## config.mk

```make
export PLATFORM = sky130hd
export DESIGN_NAME = mw_pipe_reg
export DESIGN_NICKNAME = d
export VERILOG_FILES = /design/src/rtl/mw_pipe_reg.sv
export SDC_FILE = /design/constraint.sdc
export NUM_CORES = 1
export LEC_CHECK = 0
export BUFFER_PORTS_ARGS = -buffer_cell sky130_fd_sc_hd__buf_2
export CELL_PAD_IN_SITES_DETAIL_PLACEMENT = 1
export CELL_PAD_IN_SITES_GLOBAL_PLACEMENT = 1
export CORE_MARGIN = 3
export CORE_UTILIZATION = 37
export CTS_BUF_LIST = sky130_fd_sc_hd__clkbuf_2
export CTS_CLUSTER_DIAMETER = 30
export DETAILED_ROUTE_END_ITERATION = 8
export HOLD_SLACK_MARGIN = 0.03
export PLACE_DENSITY_LB_ADDON = 0.1
export SYNTH_ARGS = -nofsm -noshare
export SYNTH_HDL_FRONTEND = slang
export SYNTH_SLANG_ARGS = --single-unit
```

## constraint.sdc

```tcl
create_clock -name clk -period 2.95 [get_ports clk]
set_clock_uncertainty 0.05 [all_clocks]
set_input_delay 0.4425 -clock clk [delete_from_list [all_inputs] [get_ports clk]]
set_output_delay 0.4425 -clock clk [all_outputs]
set_load 0.02 [all_outputs]
```

## src/rtl/mw_pipe_reg.sv

```systemverilog
// M->W pipeline register with W-stage load extension; optional retire counter via MW_RETIRE_CNT_EN.
// Latency: one cycle M->W; DR_W and PC8_W are combinational from the W registers.
// Backpressure: en=0 holds every register; flush loads a bubble and overrides hold.
module mw_pipe_reg #(
    parameter logic [31:0] RESET_PC = 32'h0000_3000
) (
    input  logic        clk,
    input  logic        reset,
    input  logic        en,
    input  logic        flush,
    input  logic [31:0] IR_M,
    input  logic [31:0] PC_M,
    input  logic [31:0] AO_M,
    input  logic [31:0] DM_M,
    input  logic [31:0] CP0_M,
    input  logic        BD_M,
    output logic [31:0] IR_W,
    output logic [31:0] PC_W,
    output logic [31:0] PC8_W,
    output logic [31:0] AO_W,
    output logic [31:0] DR_W,
    output logic [31:0] CP0_W,
    output logic        BD_W,
    output logic        valid_W,
    output logic [31:0] retire_cnt
);

    typedef struct packed {
        logic [31:0] ir;
        logic [31:0] pc;
        logic [31:0] ao;
        logic [31:0] dm;
        logic [31:0] cp0;
        logic        bd;
        logic        vld;
    } mw_stage_t;

    localparam mw_stage_t BUBBLE = '{ir: 32'h0, pc: RESET_PC, ao: 32'h0, dm: 32'h0,
                                     cp0: 32'h0, bd: 1'b0, vld: 1'b0};

    localparam logic [5:0] OP_LB  = 6'b100000;
    localparam logic [5:0] OP_LH  = 6'b100001;
    localparam logic [5:0] OP_LW  = 6'b100011;
    localparam logic [5:0] OP_LBU = 6'b100100;
    localparam logic [5:0] OP_LHU = 6'b100101;

    mw_stage_t stage_d;
    mw_stage_t stage_q;

    always_comb begin
        stage_d = stage_q;
        if (flush) begin
            stage_d = BUBBLE;
        end else if (en) begin
            stage_d.ir  = IR_M;
            stage_d.pc  = PC_M;
            stage_d.ao  = AO_M;
            stage_d.dm  = DM_M;
            stage_d.cp0 = CP0_M;
            stage_d.bd  = BD_M;
            stage_d.vld = (IR_M != 32'h0);
        end
    end

    always_ff @(posedge clk) begin
        if (!reset) begin
            stage_q <= BUBBLE;
        end else begin
            stage_q <= stage_d;
        end
    end

`ifdef MW_RETIRE_CNT_EN
    logic [31:0] retire_cnt_d;
    logic [31:0] retire_cnt_q;

    // Counts what enters W, so nops and bubbles never increment.
    always_comb begin
        retire_cnt_d = retire_cnt_q;
        if (en && !flush && (IR_M != 32'h0)) begin
            retire_cnt_d = retire_cnt_q + 32'd1;
        end
    end

    always_ff @(posedge clk) begin
        if (!reset) begin
            retire_cnt_q <= 32'h0;
        end else begin
            retire_cnt_q <= retire_cnt_d;
        end
    end

    assign retire_cnt = retire_cnt_q;
`else
    assign retire_cnt = 32'h0;
`endif

    logic [7:0]  ld_byte;
    logic [15:0] ld_half;

    // Little-endian lane select; AO_W[0] is ignored for halfwords.
    always_comb begin
        ld_byte = stage_q.dm[8*stage_q.ao[1:0] +: 8];
        ld_half = stage_q.dm[16*stage_q.ao[1] +: 16];
        case (stage_q.ir[31:26])
            OP_LB:   DR_W = {{24{ld_byte[7]}}, ld_byte};
            OP_LBU:  DR_W = {24'h0, ld_byte};
            OP_LH:   DR_W = {{16{ld_half[15]}}, ld_half};
            OP_LHU:  DR_W = {16'h0, ld_half};
            OP_LW:   DR_W = stage_q.dm;
            default: DR_W = stage_q.dm;
        endcase
    end

    assign IR_W    = stage_q.ir;
    assign PC_W    = stage_q.pc;
    assign PC8_W   = stage_q.pc + 32'd8;
    assign AO_W    = stage_q.ao;
    assign CP0_W   = stage_q.cp0;
    assign BD_W    = stage_q.bd;
    assign valid_W = stage_q.vld;

endmodule

```

* Word level (Yosys, flattened, before mapping)
Cells that the tools add are included.
** Word-level totals
- Output and inout bits :: 226
- Logic and storage cells :: 18
- Bits in registers :: 162
- Input port bits :: 165
** Operators by class
- Equal/unequal tests :: 4
- Reduce and logical (&&, ||, !) cells :: 2
- Muxes and demuxes :: 1
- Bitwise operators :: 1
- Shift operators :: 2
- Add/subtract/negate cells :: 1
** Operator list (count)
- case mux 32 bit (4 select lines) :: 1
- adder 32 x 4 -> 32 bit (second input constant) :: 1
- nonzero test 32 bit :: 1
- indexed part select 32 x 6 -> 16 bit :: 1
- indexed part select 32 x 6 -> 8 bit :: 1
- == test 6 bit (second input constant) :: 4
- OR reduction 2 bit :: 1
- NOT 1 bit :: 1

* Logic depth before layout (Yosys ltp)
- Depth in word-level cells :: 2
- Mapped depth :: 6

* Worst setup path before layout
No wires, ideal clock.
- Kind :: register -> output
- Start point :: reg stage_q, in the netlist IR_W[27]
- End point :: out DR_W[11]
- Arrival :: 1675 ps
- Stages on the path, launching flop included :: 5
- Slack :: 783 ps
- Path buffers :: 2
- Cells stage by stage :: dfxtp_1 or4b_4 buf_6 buf_2 o21ai_0
** On the way
- Word-level cells in the longest chain between the ends :: 2
** Ends and longest elaborated chain
- start: declaration :: RTL line 48 : mw_stage_t stage_q;
- start signal: assignment :: RTL line 69 : stage_q <= stage_d;
- == test 6 bit :: RTL line 105 : case (stage_q.ir[31:26])
- case mux 32 bit (4 select lines) * :: RTL line 105
- end: declaration :: RTL line 21 : output logic [31:0] DR_W,
Mark *: on every way between the ends. The rest lies on a longest branch, timed or not.

* Worst setup path in the final report
Ends and elaborated chain as after synthesis.

==> results.txt <==
- Status: completed
- Minimum clock period after layout: around 2.9 ns
- Global-route wire length before repair: 42,500 um
- Measured along the y axis, the die boundary spans ~150 um.
- Number of buffers added on ports: 358
* Clock transition at path regs: ~0.28 ns
* Count of non-filler cells in the finished layout: between 1,500 and 2,000
- STA puts the critical path data arrival time at between 2 and 2.5 ns.
* Proportion of synthesized flip-flops having asynchronous set or reset: 0%
- Slew headroom: 46.0%
* Routed vias: about 7,400
* Post-synthesis sequential area ratio: about two fifths
- Including well taps, the total number of placed cells is around 1,400.
- Compared with the post-synthesis result, the final layout area differs by 43.1%.
- Kind of cell adding the most delay to the critical path: simple AND/OR/NAND/NOR gates
- Final hold analysis gives a worst-case slack of 0.264 ns.
- Combined buffer and inverter count along the critical path: 2
- Fill cells in the final layout number between 2,000 and 3,000.
* Post-Synthesis Mean Instance Area: roughly 9.1 sq um
- Final setup violation count: 0
- For this design the ratio of total power to cell area is just over 400 nW/um^2.
* Core region area: 21,200 sq um
* Worst Setup Slack post-DPL: about 0.59 ns
- The pre-antenna-repair detailed-routing pass consisted of 4 iterations.
* Max Cap Violations: 0
- Cells fill 54.5% of the core in the end.
* Most frequent CP cell: sky130_fd_sc_hd__buf_4
- Startpoint Class: flip-flop
- Maximum number of pins on one net before global-route repair: 67
- In this run the worst path has a maximum fanout of 7.
- Commonest non-fill, non-tap cell in the layout: sky130_fd_sc_hd__buf_2
- Clock sink count: around 160
- In the final layout, the share of cells above drive strength 1 is between 30% and 40%.
- Counting along the longest clock path gives a buffer depth of 2.
- Summed over all layers, the routed wires come to around 28,000 um.
- Number of distinct library cell variants in the gate-level netlist after synthesis: 39
- EDFF count, synth: 0
- Setup TNS: 0 ns
* Pins Over Slew Limit: 0
- Worst min-delay path category: in2reg
* Final Net Count: about 1,500
* Maximum frequency from static timing analysis: between 0.3 and 0.4 GHz
- The number of global-route vias before repair is between 7,000 and 8,000.
- The synthesized design devotes to its leading area cell type approximately 40% of total area.
- Initial standard-cell utilization of the core: about two fifths
- Post-synth top flop: sky130_fd_sc_hd__dfxtp_1
- The floorplan step defined a die boundary enclosing ~24,000 sq um.
* Site row count: 53
- During synthesis, Yosys emitted a total of 0 warnings.
* Maximum level of the CTS H-tree: 4
- TritonCTS built the clock tree.
* Cell chosen for the clock root: sky130_fd_sc_hd__clkbuf_2
* List of cells traversed by the critical path: or4b_4 > buf_4 > o22ai_1 > a22oi_1 > o21ai_0 > buf_4
- After synthesis, the cell types taking the most area are sky130_fd_sc_hd__dfxtp_1, sky130_fd_sc_hd__mux2i_1, sky130_fd_sc_hd__buf_4, sky130_fd_sc_hd__nor2_1, sky130_fd_sc_hd__xnor2_1.
* Worst VDD drop: between 0.00015 and 0.0002 V
- X dimension of the die: 154 um
- Post-Syn Instances: a little under 900
- Routability congestion estimate from global placement: ~0.78
- Count of endpoints failing hold in the final timing report: 0
- Counting flops and latches in the post-synthesis netlist gives around 160.
- Summed over all cells, the static leakage comes to roughly 0.0058 uW.
- For this run, the slowest stage of the critical path takes 0.63 ns.
- Setup repair after global routing could not meet its margin everywhere.
- Worst slew pin tran: roughly 0.81 ns
* Netlist Area Pre-Place: just over 8000 sq um
- The later pin in the worst-skew pair is clocked with a latency of between 0.7 and 0.8 ns.
- STA classifies the critical path endpoint as an output port.
- In the layout the commonest cells are sky130_fd_sc_hd__buf_2, sky130_fd_sc_hd__nor2_1, sky130_fd_sc_hd__dlygate4sd3_1.
* Number of buffers created by CTS: 17
- Number of routed nets with antenna violations: 0
- The worst setup path is of the reg2out kind.
- Data on the critical path is required at its endpoint by 2.46 ns.
- Post-route DRC violation count: 0
* Iteration-0 DRC count of the detailed router: 234
- The synthesized design spends more area on one cell type than any other, namely sky130_fd_sc_hd__dfxtp_1.
- The final critical path takes up ~99% of the cycle.
* Global route total overflow: 0
- Mean routed wirelength per cell: 17.8 um
- For this design, the slowest cell found on the critical path is sky130_fd_sc_hd__or4b_4.
* Post-layout worst setup margin: 0.0438 ns
- I/O pin total: just under 400
- Detail-routed via count per cell: between 4 and 5
* Aggregate global-route resource usage: ~22%
* Sum of net half-perimeters after detailed placement: approximately 19,000 um
- Initial antenna violation count: 3
[worst min-delay path: cells and delay by family]
kind	cells	cell delay (ns)
buf+inv	2	0.37
simple gates	1	0.05
mux	1	0.19
[area by class of cell]
class	count	area (sq um)	area share [%]
antenna	3	7.51	0.0649
clock buffer	17	85.1	0.736
clock inverter	14	195	1.69
inverter	5	18.8	0.162
multi-input combinational	545	3650	31.5
sequential	162	3320	28.7
tap	275	344	2.98
timing repair buffer	560	3940	34.1
[where the power goes]
| group | total [uW] | internal, uW | switching (uW) |
|---|---|---|---|
| clock network | 1410 | 506 | 908 |
| logic | 954 | 466 | 488 |
| registers | 2320 | 2260 | 63.3 |
| total | 4690 | 3230 | 1460 |
[sequential cells by signal, indices dropped and copies added (netlist names)]
register and count:
PC_W 32, CP0_W 32, AO_W 32, IR_W 32
stage_q 32, BD_W 1, valid_W 1
[cells in the mapped netlist (3+ instances only)]
cell type                  instances
sky130_fd_sc_hd__nand2_1          46
sky130_fd_sc_hd__o22ai_1           8
sky130_fd_sc_hd__a21oi_1          20
sky130_fd_sc_hd__xor2_1            6
sky130_fd_sc_hd__nand3_1           9
sky130_fd_sc_hd__nor3_1            5
sky130_fd_sc_hd__buf_4           164
sky130_fd_sc_hd__nand4_1          12
sky130_fd_sc_hd__nor4_1            6
sky130_fd_sc_hd__dfxtp_1         162
sky130_fd_sc_hd__nand2b_1          3
sky130_fd_sc_hd__clkbuf_1         24
sky130_fd_sc_hd__xnor2_1          21
sky130_fd_sc_hd__inv_1             5
sky130_fd_sc_hd__o21ai_0           4
sky130_fd_sc_hd__mux2i_1         160
sky130_fd_sc_hd__nor2_1          181
sky130_fd_sc_hd__mux2_2            7
sky130_fd_sc_hd__and3_1            3
sky130_fd_sc_hd__buf_2            19
[per-stage QoR]
stage	instance area, sq um	total power, uW
floorplan	8190	2910
global placement	9040	3080
finish	11600	4690
CTS	11200	4730
global route	11600	4920
detailed placement	9040	3090
[worst paths after layout]
kind | startpoint | end | slack (ns) | depth (start not counted)
hold / removal | en | IR_W[13] | 0.26 | 4
setup reg to reg | AO_W[23] | AO_W[23] | 1.65 | 3
setup / recovery | IR_W[27] | DR_W[11] | 0.04 | 6
hold reg to reg | valid_W | valid_W | 0.45 | 2
[kinds of logic (layout without fill, tap and decap cells)]
logic type / after synthesis / after routing / synth area share, %
other: 1 / 35 / 0.0464
AO/OA/AOI/OAI: 39 / 39 / 3.11
multiplexers: 167 / 167 / 20.8
XOR/XNOR: 27 / 27 / 2.93
buffers and inverters: 213 / 596 / 17.9
AND/OR/NAND/NOR: 278 / 279 / 14.9
flip-flops: 162 / 162 / 40.1
adder cells (fa/ha/maj): 1 / 1 / 0.155
[repair_timing]
action                                 in CTS  in global routing
gates resized for setup                    45                 82
setup buffers                              11                 10
hold buffers                              170                  0
cloned                                      1                  0
endpoints found under the hold margin     162                  0
setup endpoints to repair                  51                 52
pin swaps                                   6                  6
[per-layer routing]
metal | global-route usage (%) | share of wire, % | vias up | routed length [um]
li1 | - | - | 3579 | -
met1 | 26.1 | 40 | 3479 | 11300
met2 | 39.7 | 51 | 259 | 14300
met3 | 5.60 | 6.2 | 45 | 1730
met4 | 7.74 | 2.6 | 0 | 740
met5 | 0 | 0 | - | 0
No activity file was read; power rests on OpenSTA's default activity.
